### config.mk
export PLATFORM = sky130hd
export DESIGN_NAME = data_unpack_arbiter
export DESIGN_NICKNAME = d
export VERILOG_FILES = /design/src/rtl/data_unpack_arbiter.sv
export SDC_FILE = /design/constraint.sdc
export NUM_CORES = 1
export LEC_CHECK = 0
export ABC_AREA = 1
export CORE_UTILIZATION = 30
export CTS_CLUSTER_SIZE = 16
export DETAILED_ROUTE_END_ITERATION = 12
export PLACE_DENSITY_LB_ADDON = 0.2
export SLEW_MARGIN = 0
export SYNTH_ARGS = -nofsm -noshare
export SYNTH_HDL_FRONTEND = slang
export SYNTH_SLANG_ARGS = --single-unit
### constraint.sdc
create_clock -name clk -period 1.95 [get_ports clk]
set_input_delay 0.39 -clock clk [delete_from_list [all_inputs] [get_ports clk]]
set_output_delay 0.39 -clock clk [all_outputs]
set_load 0.005 [all_outputs]
### src/rtl/data_unpack_arbiter.sv
// ============================================================================
// Module  : data_unpack_arbiter
// Brief   : Packet-level round-robin arbiter feeding one shared data_unpack core.
// Rev     : 1.0  initial release
// ============================================================================
`default_nettype none

module data_unpack_arbiter #(
    parameter int NUM_CH    = 4,
    parameter int DATA_W    = 32,
    parameter int DRAIN_TMO = 64,
    localparam int CH_W     = $clog2(NUM_CH)
) (
    input  logic                     clk,
    input  logic                     rst,
    input  logic [NUM_CH-1:0]        s_valid,
    input  logic [NUM_CH*DATA_W-1:0] s_data,
    input  logic [NUM_CH-1:0]        s_sop,
    input  logic [NUM_CH-1:0]        s_eop,
    output logic [NUM_CH-1:0]        s_ready,
    output logic                     m_valid,
    output logic [DATA_W-1:0]        m_data,
    output logic                     m_sop,
    output logic                     m_eop,
    input  logic                     m_ready,
    input  logic                     unpk_eop,
    output logic [CH_W-1:0]          out_ch,
    output logic                     busy,
    input  logic                     err_clr,
    output logic                     framing_err,
    output logic                     tmo_err
);

    localparam int CNT_W = (DRAIN_TMO > 2) ? $clog2(DRAIN_TMO) : 1;
    localparam logic [CNT_W-1:0] C_TMO_LAST = CNT_W'(DRAIN_TMO - 1);

    typedef enum logic [1:0] {
        S_IDLE  = 2'd0,
        S_PASS  = 2'd1,
        S_DRAIN = 2'd2
    } state_t;

    state_t            r_state, w_state_nxt;
    logic [CH_W-1:0]   r_grant, w_grant_nxt;
    logic [CH_W-1:0]   r_rr_ptr, w_rr_nxt;
    logic [CNT_W-1:0]  r_tmo_cnt, w_cnt_nxt;
    logic              r_first, w_first_nxt;
    logic              r_framing_err, r_tmo_err;
    logic              w_fr_set, w_tmo_set;

    logic [NUM_CH-1:0] w_elig;
    logic              w_any;
    logic [CH_W-1:0]   w_pick;
    logic [CH_W-1:0]   w_idx;
    int                w_sum;
    logic              w_acc;

    assign w_elig = s_valid & s_sop;

    // Scan from farthest to nearest so the nearest eligible after rr_ptr wins.
    always_comb begin
        w_any  = 1'b0;
        w_pick = '0;
        w_sum  = 0;
        w_idx  = '0;
        for (int k = NUM_CH; k >= 1; k--) begin
            w_sum = int'(r_rr_ptr) + k;
            if (w_sum >= NUM_CH) begin
                w_sum = w_sum - NUM_CH;
            end
            w_idx = w_sum[CH_W-1:0];
            if (w_elig[w_idx]) begin
                w_any  = 1'b1;
                w_pick = w_idx;
            end
        end
    end

    assign w_acc = (r_state == S_PASS) && s_valid[r_grant] && m_ready;

    always_comb begin
        w_state_nxt = r_state;
        w_grant_nxt = r_grant;
        w_rr_nxt    = r_rr_ptr;
        w_cnt_nxt   = r_tmo_cnt;
        w_first_nxt = r_first;
        w_fr_set    = 1'b0;
        w_tmo_set   = 1'b0;
        s_ready     = '0;
        m_valid     = 1'b0;
        m_data      = '0;
        m_sop       = 1'b0;
        m_eop       = 1'b0;
        case (r_state)
            S_IDLE: begin
                // Mid-packet beats arriving with no owner are swallowed and flagged.
                s_ready  = s_valid & ~s_sop;
                w_fr_set = |(s_valid & ~s_sop);
                if (w_any) begin
                    w_grant_nxt = w_pick;
                    w_rr_nxt    = w_pick;
                    w_first_nxt = 1'b1;
                    w_state_nxt = S_PASS;
                end
            end
            S_PASS: begin
                m_valid          = s_valid[r_grant];
                m_data           = s_data[r_grant*DATA_W +: DATA_W];
                m_sop            = s_sop[r_grant];
                m_eop            = s_eop[r_grant];
                s_ready[r_grant] = m_ready;
                if (w_acc) begin
                    w_first_nxt = 1'b0;
                    if (s_sop[r_grant] && !r_first) begin
                        w_fr_set = 1'b1;
                    end
                    if (s_eop[r_grant]) begin
                        w_cnt_nxt   = '0;
                        w_state_nxt = S_DRAIN;
                    end
                end
            end
            S_DRAIN: begin
                if (unpk_eop) begin
                    w_state_nxt = S_IDLE;
                end else if (r_tmo_cnt == C_TMO_LAST) begin
                    w_tmo_set   = 1'b1;
                    w_state_nxt = S_IDLE;
                end else begin
                    w_cnt_nxt = r_tmo_cnt + CNT_W'(1);
                end
            end
            default: begin
                w_state_nxt = S_IDLE;
            end
        endcase
    end

    always_ff @(posedge clk) begin
        if (!rst) begin
            r_state       <= S_IDLE;
            r_grant       <= '0;
            r_rr_ptr      <= CH_W'(NUM_CH - 1);
            r_tmo_cnt     <= '0;
            r_first       <= 1'b0;
            r_framing_err <= 1'b0;
            r_tmo_err     <= 1'b0;
        end else begin
            r_state   <= w_state_nxt;
            r_grant   <= w_grant_nxt;
            r_rr_ptr  <= w_rr_nxt;
            r_tmo_cnt <= w_cnt_nxt;
            r_first   <= w_first_nxt;
            if (err_clr) begin
                r_framing_err <= 1'b0;
                r_tmo_err     <= 1'b0;
            end else begin
                if (w_fr_set) begin
                    r_framing_err <= 1'b1;
                end
                if (w_tmo_set) begin
                    r_tmo_err <= 1'b1;
                end
            end
        end
    end

    assign out_ch      = r_grant;
    assign busy        = (r_state != S_IDLE);
    assign framing_err = r_framing_err;
    assign tmo_err     = r_tmo_err;

endmodule

`default_nettype wire

# After elaboration in Yosys (flattened, before gate mapping)
# Cells that the tools add are included.
[word_totals] reg_bits=15 in_bits=145 out_inout_bits=44 word_cells=109
[op_classes] add_sub_neg=9 magnitude_cmp=10 eq_ne=9 n_shift=1 muxes=53 bitwise_logic=5 n_reduce_logical=15
[op_table] operator="variable part select 128 x 8 -> 32 bit" count=1
[op_table] operator="2-to-1 mux 32 bit" count=1
[op_table] operator="2-to-1 mux 2 bit" count=13
[op_table] operator="2-to-1 mux 6 bit" count=4
[op_table] operator="2-to-1 mux 1 bit" count=22
[op_table] operator="< comparator 2 x 3 -> 1 bit, second input constant" count=5
[op_table] operator="binary-select mux 1 bit (select 2 bit)" count=7
[op_table] operator="AND 4 bit" count=3
[op_table] operator="case mux 6 bit (2 select lines)" count=1
[op_table] operator="greater-or-equal comparator 3 bit, second input constant" count=3
[op_table] operator="inequality test 2 bit, second input constant" count=4
[op_table] operator="case mux 4 bit (2 select lines)" count=1
[op_table] operator="subtractor 2 x 1 -> 2 bit, second input constant" count=4
[op_table] operator="adder 2 x 2 -> 3 bit, second input constant" count=2
[op_table] operator="adder 6 x 1 -> 6 bit, second input constant" count=1
[op_table] operator="equality test 6 bit, second input constant" count=1
[op_table] operator="case mux 2 bit (3 select lines)" count=1
[op_table] operator="nonzero test 2 bit" count=3
[op_table] operator="AND reduction 5 bit" count=1
[op_table] operator="adder 2 x 3 -> 4 bit, second input constant" count=1
[op_table] operator="greater-or-equal comparator 4 x 3 -> 1 bit, second input constant" count=1
[op_table] operator="logical AND 1 bit" count=4
[op_table] operator="inverter 4 bit" count=1
[op_table] operator="case mux 1 bit (2 select lines)" count=2
[op_table] operator="15 further kinds" count=15

# Depth between registers and ports, before layout
# Gate-level depths: netlist (run 1).
[logic_depth] depth_word=11 ltp_mapped=12 depth_no_buf=11

# Worst setup path before layout (run 1)
# Ideal clock, no wire load.
[synth_timing] kind="reg-to-output" start="reg r_grant[0] (netlist: out_ch[0])" end="out m_data[22]" t_arrival_ps=1218 required_time_ps=1560 path_slack_ps=342 stages_incl_launch_ff=6 n_path_buf=2 cell_sequence="dfxtp_1 -> buf_6 -> nor2_4 -> clkbuf_1 -> a22oi_1 -> a21oi_1"
[synth_via] elab_chain_cells=2
[synth_rtl] item="from (decl)" line="44" source="logic [CH_W-1:0] r_grant, w_grant_nxt;"
[synth_rtl] item="from (signal assigned)" line="150" source="r_grant <= w_grant_nxt;"
[synth_rtl] item="variable part select 128 x 8 -> 32 bit" line="108" source="m_data = s_data[r_grant*DATA_W +: DATA_W];"
[synth_rtl] item="2-to-1 mux 32 bit" line="94" source="case (r_state)"
[synth_rtl] item="to (decl)" line="22" source="output logic [DATA_W-1:0] m_data,"
# Every way passes these cells.

# Worst setup path in the final report (run 1)
[layout_timing] start="reg r_grant[1] (netlist: out_ch[1])" end="out m_data[6]"
# The elaborated chain is that of the path after synthesis.

==> results of run 1 <==
-- power by group --
group          switching, uW  internal [uW]
Clock                    118            144
Combinational           2420           3030
Sequential              89.9            391
Total                   2620           3560
-- repair_timing --
action | CTS | global route
pin swaps | 30 | 12
endpoints found under the setup margin | 39 | 37
gates resized for setup | 203 | 20
setup buffers | 34 | 9
gates cloned | 5 | 0
-- layout by cell type, fill, tap and decap left out, types with 2 or more instances in the layout --
master	netlist	final
nor2_2	2	3
inv_2	7	6
buf_6	3	16
a22oi_2	0	30
o31ai_1	2	2
dfxtp_4	0	2
nand3b_1	2	2
nand2_2	2	4
buf_12	0	7
xor2_1	3	3
nand2_4	2	2
clkbuf_8	0	3
buf_8	0	6
buf_2	0	35
nor2_4	4	4
and2_1	2	2
buf_4	0	45
nor2_1	16	15
nor3_1	2	2
a21oi_1	46	40
o21ai_0	2	2
nand2_1	61	59
buf_16	0	5
nand3_1	18	18
dfxtp_1	15	13
nand4_1	4	4
dlygate4sd2_1	0	3
a21oi_2	1	7
a22oi_1	64	34
clkdlybuf4s50_1	0	148
inv_1	16	16
-- cell families (layout without fill, tap and decap cells) --
family | Yosys count | count (layout) | share of synthesized area [%]
AOI/OAI and AO/OA | 121 | 121 | 42.8
and+or+nand+nor | 116 | 116 | 28.9
xor gates and xnor gates | 4 | 4 | 1.87
DFF | 15 | 15 | 16.1
adders and majority gates | 1 | 1 | 0.669
buffers and inverters | 42 | 294 | 9.64
-- layout make-up --
| type | count | area, um^2 | share of cell area, % |
|---|---|---|---|
| well taps | 75 | 93.8 | 2.00 |
| flip-flops and latches | 15 | 308 | 6.56 |
| inverters | 23 | 88.8 | 1.89 |
| repair buffers | 267 | 2580 | 55.1 |
| clock inverters | 1 | 7.51 | 0.160 |
| multi-input cells | 242 | 1570 | 33.4 |
| clock buffers | 3 | 41.3 | 0.880 |
-- how the worst max path moves through the flow --
stage | endpoint | cells past startpoint | slack, ns | from
floorplan | m_data[22] | 5 | 0.34 | out_ch[0]
global placement | m_eop | 6 | -0.21 | s_eop[1]
detailed placement | s_ready[3] | 4 | -0.23 | s_valid[3]
CTS | m_data[28] | 9 | -0.16 | out_ch[1]
global route | m_data[6] | 10 | -0.23 | out_ch[1]
finish | m_data[6] | 10 | -0.18 | out_ch[1]
-- stage by stage --
step	TNS [ns]	setup slack (ns)	power, uW	cells	cell area [um^2]
after floorplan	0	0.342	2350	299	1870
after CTS	-2.07	-0.158	5830	618	4570
after detailed placement	-5.05	-0.229	4330	576	4050
after global placement	-4.73	-0.205	4280	576	4050
final	-2.04	-0.178	6190	626	4690
after global routing	-4.56	-0.226	6580	626	4690
-- routing by layer --
layer / GRT usage [%] / up-vias / share of wire (%)
li1: - / 1595 / -
met1: 33.2 / 1571 / 37
met2: 58.9 / 173 / 52
met3: 6.18 / 36 / 8.5
met4: 13.9 / 0 / 3.5
met5: 0 / - / 0
-- worst max-delay path, cell delays in order, from the launching register on --
cell and delay (ns):
dfxtp_4 0.35, buf_6 0.12, buf_6 0.11, nor2_4 0.13
buf_8 0.13, buf_12 0.10, buf_4 0.10, buf_6 0.08
a22oi_2 0.05, a21oi_1 0.16, buf_2 0.14
-- state kept, by name, summed over array words and instances, names as in the netlist --
register	cells
framing_err	1
tmo_err	1
r_tmo_cnt	6
out_ch	2
r_first	1
r_rr_ptr	2
r_state	2
==> impl_metrics.csv, run 1 <==
group,metric,value,unit
run_status,status,"complete, but fails checks",
run_status,violations,"negative setup slack",
synth,syn_area,0.00187,mm^2
min_path,holdPathEnd,"r_first",
worst_setup_path,critPathLaunchType,"flop",
finish,drive_gt1_share,32.7,%
finish,fin_nets,698,
place,gp_congestion,0.896,
routing,drc_errors,0,
worst_setup_path,critPathKind,"flop to primary output",
grt,grt_pass1_vias,3175,
worst_setup_path,cp-end-kind,"primary output",
timing,maxSlewHeadroom,72.8,%
cts,clock_sinks,15,
synth,yosys_warnings,0,
cts,cts_hold_buf,0,
grt,grt_start_max_net_pins,31,
floorplanning,boundaryPins,189,
place,dp_hpwl,7530,um
worst_setup_path,timing.rr.start,"out_ch[0]",
floorplanning,core_area,0.00596,mm^2
cts,numCtsBuffers,3,
min_path,hp-start,"r_first",
routing,wl_per_cell,17.8,um
routing,viasPerCell,5.39,
min_path,min_path_cells,2,
pwr,power_density,1320,mW/mm^2
worst_setup_path,rrSetupSlack,0.11,ns
timing,drv_slew,0,
worst_setup_path,r2r_end,"r_tmo_cnt[4]",
synth,synth_area_leaders,"a22oi_1 (26%), dfxtp_1 (16%), a21oi_1 (12%), nand2_1 (12%), nand3_1 (4.8%)",
routing,via_count,3375,
cts,cts_buffer_depth,2,
synth,synth_nets,445,
routing,routed_wirelength,11200,um
timing,hold_viol,0,
worst_setup_path,crit_fanout,4,
cts,cts_tree,"done",
finish,postLayoutCoreUtil,78.8,%
synth,synth.yosys.seq_area_share,16.1,%
timing,fin_crit_sh,109,%
timing,fin_skew,0.00495,ns
synth,yosysMostFrequentCell,"a22oi_1",
cts,clock_latency,0.26,ns
synth,synth-edff-count,0,
routing,first_iter_violations,164,
synth,syn_inst,299,
grt,antenna_found_initial,0,
worst_setup_path,reg2reg_depth,13,
synth,syn_avg_cell_area,6.25,um^2
timing,hold_slack,0.471,ns
synth,yosysTopAreaCell,"a22oi_1",
finish,diodes,0,
finish,syn_to_final_growth,151,%
cts,cts.clk_slew.worst_paths,0.07,ns
floorplanning,die_w,80.9,um
timing,tightest_slew,0.407,ns
pwr,leakagePower,0.00199,uW
floorplanning,num_rows,28,
synth,synth-main-ff-cell,"dfxtp_1",
pwr,vdd_drop_max,1.02,mV
floorplanning,die-area,0.00655,mm^2
synth,synth_top_cell_area_share,25.7,%
place,portBuffers,188,
timing,grt_setup_unrepaired,"yes",
job,cap_violations,0,
min_path,hp-class,"flop to flop",
synth,ys_ff_latch,15,
routing,dr.pass1.iters,6,
floorplanning,die_y,80.9,um
grt,grt_usage,31.2,%
grt,grt_pass1_wl,15600,um
timing,period_minus_slack,2.13,ns
synth,synthArstFlopShare,0,%
finish,final.fill_count,419,
routing,final_antenna_net_count,0,
timing,setup_violations,33,
worst_setup_path,worstPathArrival,1.74,ns
grt,grt.overflow.total,0,
timing,worst_slack,-0.178,ns
timing,clock.fmax,470,MHz
synth,yosysUniqueCellTypes,32,
worst_setup_path,critical_path_required,1.56,ns
synth,synthTopCellsByCount,"a22oi_1 (64), nand2_1 (61), a21oi_1 (46)",
cts,cts_max_level,1,
cts,cts_root_buf,"clkbuf_8",
floorplanning,start_util,31.4,%
No activity file was read; power rests on OpenSTA's default activity.
==> run 2: changes to the inputs <==
Settings changed: CORE_MARGIN set to 1.
==> results of run 2 <==
No change in the layout: final DEF, timing and power equal those of run 1.
